<file path="src/rtl/fc_neuron_mac.sv">
// rtl/fc_neuron_mac.sv - signed int8 x int8 multiply-accumulate engine for one FC neuron
//
// Purpose:
//   Seeds an ACC_W-bit accumulator with the neuron bias, consumes IN_LEN
//   activation/weight pairs over a valid/ready stream, then presents the sum
//   to the downstream quantizer and holds it until accepted.
//   Optional macro FC_MAC_SATURATE_EN: each accumulate saturates to the signed
//   ACC_W limits and sets the sticky ovf flag; otherwise it wraps and ovf stays 0.
//
// Ports:
//   clk, rstn            clock (rising edge), asynchronous active-low reset
//   clr                  synchronous soft clear, aborts any operation
//   start, bias_in       begin a neuron; bias_in seeds the accumulator
//   in_valid/in_ready    input pair handshake for act_in/wgt_in (signed int8)
//   out_valid/out_ready  result handshake for acc_out (signed ACC_W)
//   busy                 high while accumulating or holding a result
//   ovf                  sticky overflow flag for the current neuron

module fc_neuron_mac #(
  parameter int IN_LEN = 64,
  parameter int ACC_W  = 32
) (
  input  logic             clk,
  input  logic             rstn,
  input  logic             clr,
  input  logic             start,
  input  logic [ACC_W-1:0] bias_in,
  input  logic             in_valid,
  output logic             in_ready,
  input  logic [7:0]       act_in,
  input  logic [7:0]       wgt_in,
  output logic             out_valid,
  input  logic             out_ready,
  output logic [ACC_W-1:0] acc_out,
  output logic             busy,
  output logic             ovf
);

  localparam int CNT_W = $clog2(IN_LEN + 1);
  localparam logic [CNT_W-1:0] LAST_IDX = CNT_W'(IN_LEN - 1);

  typedef enum logic [1:0] {
    ST_IDLE = 2'd0,
    ST_ACC  = 2'd1,
    ST_OUT  = 2'd2
  } state_t;

  state_t           state_q, state_d;
  logic [ACC_W-1:0] acc_q, acc_d;
  logic [CNT_W-1:0] count_q, count_d;
  logic [ACC_W-1:0] acc_out_q, acc_out_d;
  logic             ovf_q, ovf_d;

  logic signed [15:0] prod;
  logic [ACC_W-1:0]   acc_next;
  logic               clamp;

  assign prod = $signed(act_in) * $signed(wgt_in);

`ifdef FC_MAC_SATURATE_EN
  // One guard bit: the sum overflowed when the guard and the top bit disagree;
  // the guard then carries the true sign, selecting which limit to clamp to.
  logic [ACC_W:0] sum_wide;
  assign sum_wide = {acc_q[ACC_W-1], acc_q} + {{(ACC_W - 15){prod[15]}}, prod};
  assign clamp    = sum_wide[ACC_W] ^ sum_wide[ACC_W-1];
  always_comb begin
    acc_next = sum_wide[ACC_W-1:0];
    if (clamp) begin
      acc_next = sum_wide[ACC_W] ? {1'b1, {(ACC_W - 1){1'b0}}}
                                 : {1'b0, {(ACC_W - 1){1'b1}}};
    end
  end
`else
  assign acc_next = acc_q + {{(ACC_W - 16){prod[15]}}, prod};
  assign clamp    = 1'b0;
`endif

  always_comb begin
    state_d   = state_q;
    acc_d     = acc_q;
    count_d   = count_q;
    acc_out_d = acc_out_q;
    ovf_d     = ovf_q;
    if (clr) begin
      state_d = ST_IDLE;
      acc_d   = '0;
      count_d = '0;
      ovf_d   = 1'b0;
    end else begin
      case (state_q)
        ST_IDLE: begin
          if (start) begin
            state_d = ST_ACC;
            acc_d   = bias_in;
            count_d = '0;
            ovf_d   = 1'b0;
          end
        end
        ST_ACC: begin
          if (in_valid) begin
            acc_d   = acc_next;
            count_d = count_q + CNT_W'(1);
            ovf_d   = ovf_q | clamp;
            if (count_q == LAST_IDX) begin
              acc_out_d = acc_next;
              state_d   = ST_OUT;
            end
          end
        end
        ST_OUT: begin
          // start only counts when the result retires in the same cycle
          if (out_ready) begin
            if (start) begin
              state_d = ST_ACC;
              acc_d   = bias_in;
              count_d = '0;
              ovf_d   = 1'b0;
            end else begin
              state_d = ST_IDLE;
            end
          end
        end
        default: state_d = ST_IDLE;
      endcase
    end
  end

  always_ff @(posedge clk or negedge rstn) begin
    if (!rstn) begin
      state_q   <= ST_IDLE;
      acc_q     <= '0;
      count_q   <= '0;
      acc_out_q <= '0;
      ovf_q     <= 1'b0;
    end else begin
      state_q   <= state_d;
      acc_q     <= acc_d;
      count_q   <= count_d;
      acc_out_q <= acc_out_d;
      ovf_q     <= ovf_d;
    end
  end

  assign in_ready  = (state_q == ST_ACC);
  assign out_valid = (state_q == ST_OUT);
  assign busy      = (state_q == ST_ACC) || (state_q == ST_OUT);
  assign acc_out   = acc_out_q;
  assign ovf       = ovf_q;

endmodule

</file>
<file path="config.mk">
export PLATFORM = sky130hd
export DESIGN_NAME = fc_neuron_mac
export DESIGN_NICKNAME = d
export VERILOG_FILES = /design/src/rtl/fc_neuron_mac.sv
export SDC_FILE = /design/constraint.sdc
export NUM_CORES = 1
export LEC_CHECK = 0
export BUFFER_PORTS_ARGS = -buffer_cell sky130_fd_sc_hd__buf_2
export CORE_MARGIN = 5
export CORE_UTILIZATION = 55
export CTS_BUF_LIST = sky130_fd_sc_hd__clkbuf_8 sky130_fd_sc_hd__clkbuf_16
export DETAILED_ROUTE_END_ITERATION = 10
export HOLD_SLACK_MARGIN = 0.15
export PLACE_DENSITY = 0.76
export SYNTH_ARGS = -nofsm -noshare
export SYNTH_HDL_FRONTEND = slang
export SYNTH_SLANG_ARGS = --single-unit
export TNS_END_PERCENT = 5
</file>
<file path="constraint.sdc">
create_clock -name clk -period 3.6 [get_ports clk]
set_clock_uncertainty 0.05 [all_clocks]
set_input_delay 0.36 -clock clk [delete_from_list [all_inputs] [get_ports clk]]
set_output_delay 0.36 -clock clk [all_outputs]
set_load 0.03 [all_outputs]
</file>
==> results.py, run 1 <==
metrics = {
    "timing": {
        "hold-worst-slack_ps": 122,
        "slew_violations": 0,
        "setup_viol": 54,
        "min_period_ps": 6290,
        "rsz0062_at_grt": "yes",
        "post-route-period-util": 1.75,
        "tightest_slew_ps": 936,
        "max_clock_freq_mhz": 159,
        "finalHoldViolations": 0,
        "fin_ws_ps": -2690,
        "maxSlewHeadroom": 0.376,
    },
    "floorplanning": {
        "core_um2": 13200,
        "num_rows": 42,
        "die-area_um2": 16000,
        "initial_utilization": 0.562,
        "ios": 90,
        "die_h_um": 126,
        "die_x_um": 126,
    },
    "worst_setup_path": {
        "arrival_ps": 6450,
        "path_common_cell": "fa_1",
        "cp.required_ps": 3760,
        "endpoint_kind": "flip-flop",
        "path_max_fanout": 9,
        "cpPeakStageDelay_ps": 570,
        "crit_type": "in2reg",
        "cp_slowest_cell": "fa_1",
        "crit_path_start_kind": "primary input",
    },
    "route": {
        "drc": 0,
        "avgRoutedWirePerCell_um": 17.2,
        "num_vias": 7195,
        "via_per_inst": 5.58,
        "drtAntennaViolNets": 0,
        "drtIter0Drc": 490,
        "dr.pass1.iters": 5,
        "wl_um": 22200,
    },
    "global_routing": {
        "grt_overflow": 0,
        "grt_max_degree": 74,
        "grt.total_usage": 0.266,
        "grt_pass1_wl_um": 34900,
        "grt_pass1_vias": 7152,
        "antenna_found_initial": 2,
    },
    "yosys": {
        "yosysWarnings": 0,
        "synth_nets": 1051,
        "synth_top_cell_area_share": 0.245,
        "synth.distinct_cells": 56,
        "synthTopCellsByCount": "139 x nand2_1, 105 x inv_1, 73 x dfrtp_1",
        "syn_area_um2": 7440,
        "synth.most_common_cell": "nand2_1",
        "syn_avg_cell_area_um2": 8.53,
        "ys_ff_latch": 73,
        "async_reset_ff_frac": 1.00,
        "syn_inst": 873,
        "yosysSeqAreaShare": 0.245,
        "ys.flop_type": "dfrtp_1",
        "post-synth-top-area-cell": "dfrtp_1",
        "ys_top_cells_by_area": "dfrtp_1 25%, fa_1 15%, ha_1 11%",
        "synth_edf_count": 0,
    },
    "clock_tree": {
        "holdBufCountCts": 0,
        "clockRootBuffer": "clkbuf_16",
        "cts_htree_levels": 3,
        "cts.sinks": 73,
        "cts_tree": "done",
        "path_clk_slew_ps": 60,
        "clk_latency_ps": 340,
        "cts_buffers": 9,
        "clockBufferDepth": 2,
    },
    "min_path": {
        "hp-class": "in2async",
    },
    "outcome": {
        "violations": "negative setup slack",
        "status": "complete, but fails checks",
    },
    "layout": {
        "areaGrowthSynthToFinish_pct": 36.5,
        "n_fill_cell": 856,
        "fin_nets": 1285,
        "drive_above_1_share": 0.328,
        "layout.cells.non_filler": 1289,
    },
    "placed_design": {
        "dp_hpwl_um": 15300,
        "dp_cells": 1264,
        "place_congestion": 0.938,
        "port_buffers": 88,
    },
    "job": {
        "max_cap_violations": 0,
    },
}
layout by cell type, fill, tap and decap left out, drive strengths merged, types with 3 or more instances in the layout:
| cell | Yosys | layout |
|---|---|---|
| fa | 56 | 56 |
| o21bai | 5 | 5 |
| buf | 1 | 247 |
| dfrtp | 73 | 73 |
| ha | 68 | 68 |
| and3 | 12 | 12 |
| or3 | 4 | 4 |
| nand2 | 139 | 139 |
| a21o | 14 | 14 |
| o211ai | 4 | 4 |
| inv | 105 | 106 |
| clkbuf | 23 | 11 |
| o21a | 9 | 9 |
| bufinv | 0 | 3 |
| and2 | 46 | 46 |
| xor2 | 9 | 9 |
| xnor2 | 34 | 34 |
| nor2 | 39 | 39 |
| nand2b | 12 | 12 |
| o21ai | 63 | 63 |
| mux2i | 16 | 16 |
| nand3 | 13 | 13 |
| nor3 | 10 | 10 |
| a21oi | 49 | 49 |
| nor2b | 14 | 14 |
| a211oi | 17 | 17 |
| a31oi | 10 | 10 |
worst paths after layout:
kind / start / endpoint / slack, ps / depth (start not counted)
max: wgt_in[6] / acc_q[31] / -2690 / 29
min: rstn / acc_out[23] / 120 / 1
max reg2reg: acc_q[0] / acc_q[16] / 610 / 12
max in group asynchronous: rstn / acc_out[6] / 2780 / 1
min in group clk: bias_in[25] / acc_q[25] / 230 / 3
min reg2reg: acc_out[5] / acc_out[5] / 410 / 2
sequential cells by signal (all words and copies together) (netlist names):
register and count:
acc_q 32, acc_out 32, state_q 2, count_q 7
critical path, delay by kind of cell:
kind | cells | cell delay [ps]
AOI/OAI and AO/OA | 13 | 2040
adders and majority gates | 6 | 2820
and+or+nand+nor | 2 | 240
xor gates and xnor gates | 2 | 320
buffers and inverters | 6 | 680
per-layer routing:
metal  vias up  GRT usage  wire (µm)
met2       273      0.452      11100
met1      3520      0.361       9250
li1       3365          -          -
met5         -          0          0
met4         0     0.0650        487
met3        37     0.0378       1390
metrics by stage:
stage | setup TNS [ps] | utilization | cell area (µm²) | worst slack [ps]
4_1_cts | -98470 | 0.750 | 9930 | -2390
6_report | -109580 | 0.767 | 10200 | -2690
2_1_floorplan | -96910 | - | 7530 | -2530
5_1_grt | -121550 | 0.767 | 10200 | -2940
3_3_place_gp | -123870 | 0.697 | 9240 | -2810
3_5_place_dp | -127260 | 0.697 | 9240 | -2910
repair_timing:
action                     CTS  global route
gates resized for setup     82            48
pin swaps                   36            36
setup endpoints to repair   54            55
buffers inserted             3             5
cell families (layout without fill, tap and decap cells):
| kind of cell | after synthesis | count (layout) | share of synthesized area |
|---|---|---|---|
| AOI/OAI and AO/OA | 187 | 187 | 0.159 |
| xor gates and xnor gates | 43 | 43 | 0.0506 |
| adders and majority gates | 124 | 124 | 0.265 |
| buffers and inverters | 129 | 367 | 0.0656 |
| DFF | 73 | 73 | 0.245 |
| muxes | 18 | 18 | 0.0245 |
| other | 1 | 3 | 0.000504 |
| and+or+nand+nor | 298 | 298 | 0.189 |
final cells by class:
type | count | area (µm²) | share of cell area
inverters | 105 | 394 | 0.0388
flip-flops and latches | 73 | 1830 | 0.180
multi-input cells | 671 | 5610 | 0.552
well taps | 176 | 220 | 0.0217
clock inverters | 4 | 98.8 | 0.00973
diodes | 2 | 5.00 | 0.000493
clock buffers | 11 | 253 | 0.0249
repair buffers | 247 | 1750 | 0.172
Power of run 1 is not shown: default switching activity piles up to over one toggle a cycle in this logic, so the estimate is an artifact.
==> run 2: changes to the inputs <==
--- a/config.mk
+++ b/config.mk
@@ -10,9 +10,9 @@
 export CORE_UTILIZATION = 55
 export CTS_BUF_LIST = sky130_fd_sc_hd__clkbuf_8 sky130_fd_sc_hd__clkbuf_16
 export DETAILED_ROUTE_END_ITERATION = 10
+export GPL_TIMING_DRIVEN = 0
 export HOLD_SLACK_MARGIN = 0.15
 export PLACE_DENSITY = 0.76
 export SYNTH_ARGS = -nofsm -noshare
 export SYNTH_HDL_FRONTEND = slang
 export SYNTH_SLANG_ARGS = --single-unit
-export TNS_END_PERCENT = 5
==> results.py, run 2 (synthesis gave the netlist of run 1 again) <==
metrics = {
    "outcome": {
        "status": "complete, but fails checks",
        "violations": "negative setup slack",
    },
    "worst_setup_path": {
        "rr_worst_depth": 8,
        "worstPathBufferInverterCount": 7,
        "path_max_fanout": 8,
        "crit_cells": 29,
        "path_common_cell": "fa_1",
        "worst-r2r-setup-slack_ps": 120,
        "reg2reg_from": "state_q[1]",
        "cpPeakStageDelay_ps": 600,
        "arrival_ps": 6340,
        "cp_slowest_cell": "fa_2",
        "cp_top_family": "adder cells",
        "crit_type": "in2reg",
        "endpoint_kind": "flip-flop",
        "regToRegEndpoint": "acc_q[10]",
        "crit_path_start_kind": "primary input",
        "cp.required_ps": 3760,
    },
    "floorplanning": {
        "ios": 90,
        "initial_utilization": 0.562,
        "die_x_um": 126,
        "die_h_um": 126,
        "num_rows": 42,
        "die-area_um2": 16000,
        "core_um2": 13200,
    },
    "route": {
        "avgRoutedWirePerCell_um": 18.7,
        "wl_um": 22900,
        "drtIter0Drc": 639,
        "dr.pass1.iters": 6,
        "drtAntennaViolNets": 0,
        "num_vias": 7156,
        "via_per_inst": 5.84,
        "drc": 0,
    },
    "global_routing": {
        "grt_pass1_wl_um": 35300,
        "grt_pass1_vias": 7314,
        "grt_max_degree": 39,
        "antenna_found_initial": 0,
        "grt.total_usage": 0.270,
        "grt_overflow": 0,
    },
    "timing": {
        "slew_violations": 0,
        "maxSlewHeadroom": 0.327,
        "max_clock_freq_mhz": 162,
        "min_period_ps": 6190,
        "post-route-period-util": 1.72,
        "tightest_slew_ps": 1010,
        "setup_viol": 54,
        "fin_ws_ps": -2590,
        "finalHoldViolations": 0,
        "rsz0062_at_grt": "yes",
    },
    "layout": {
        "final_cell_mix": "131 x nand2_1, 96 x inv_1, 73 x dfrtp_1, 72 x buf_2, 65 x buf_4",
        "n_fill_cell": 834,
        "final_common_cell": "nand2_1",
        "layout.cells.non_filler": 1225,
        "areaGrowthSynthToFinish_pct": 36.6,
        "n_antenna_cell": 0,
        "drive_above_1_share": 0.342,
        "fin_nets": 1224,
    },
    "placed_design": {
        "dp_hpwl_um": 14600,
        "place_congestion": 0.911,
        "dp_cells": 1138,
        "port_buffers": 88,
    },
    "min_path": {
        "hp-class": "in2reg",
        "min_to": "acc_q[25]",
        "min_from": "bias_in[25]",
        "min_path_cells": 3,
    },
    "clock_tree": {
        "clockRootBuffer": "clkbuf_16",
        "cts.sinks": 73,
        "clockBufferDepth": 2,
        "path_clk_slew_ps": 60,
        "cts_buffers": 9,
        "clk_latency_ps": 350,
        "cts_htree_levels": 3,
        "cts_tree": "done",
    },
    "job": {
        "max_cap_violations": 0,
    },
}
run 2: cell types whose count changed in the layout (fill, tap and decap cells not counted), moves of 7 or more:
cell	previous run	this run
o21ai_0	35	25
ha_1	52	39
buf_4	154	65
and2_4	8	17
buf_6	13	20
xnor2_1	26	18
and2_1	38	29
ha_4	10	22
clkbuf_1	0	21
run 2: tightest hold or removal path, cell delays in order:
cell and delay [ps]:
buf_2 80, nand3_1 60, nand3_1 80
run 2: per-layer routing:
| layer | share of wire | global-route usage | up-vias |
|---|---|---|---|
| met5 | 0 | 0 | - |
| met4 | 0.033 | 0.0801 | 0 |
| met3 | 0.079 | 0.0509 | 94 |
| met2 | 0.48 | 0.444 | 356 |
| met1 | 0.41 | 0.365 | 3460 |
| li1 | - | - | 3246 |
run 2: area by class of cell:
| class | instances | area [µm²] | share of cell area |
|---|---|---|---|
| plain buffers | 22 | 86.3 | 0.00849 |
| inverters | 105 | 394 | 0.0388 |
| clock buffers | 9 | 225 | 0.0221 |
| repair buffers | 164 | 1200 | 0.118 |
| well taps | 176 | 220 | 0.0217 |
| clock inverters | 5 | 26.3 | 0.00258 |
| multi-input cells | 671 | 6190 | 0.609 |
| flip-flops and latches | 73 | 1830 | 0.180 |
run 2: how the worst max path moves through the flow:
stage	endpoint	slack (ps)	from
after floorplan	acc_out[27]	-2530	wgt_in[4]
after global placement	acc_q[27]	-3510	wgt_in[7]
after detailed placement	acc_out[27]	-3530	wgt_in[7]
after CTS	acc_out[29]	-2430	act_in[7]
after global routing	acc_out[27]	-2780	wgt_in[4]
final	acc_out[27]	-2590	wgt_in[4]
run 2: repair_timing:
action | in CTS | in global routing
buffers inserted | 51 | 23
pin swaps | 74 | 78
hold buffers | 1 | 0
hold endpoints to repair | 37 | 0
gates resized for setup | 166 | 45
endpoints found under the setup margin | 53 | 54
run 2: through the flow:
step	hold WS [ps]	util	setup slack (ps)	TNS [ps]	area, µm²
after CTS	232	0.738	-2430	-93580	9780
after floorplan	14.4	-	-2530	-91360	7710
after global placement	397	0.632	-3510	-128930	8370
final	223	0.768	-2590	-106000	10200
after global routing	241	0.768	-2780	-114900	10200
after detailed placement	310	0.634	-3530	-131420	8390
Power of run 2 is left out for the same reason.
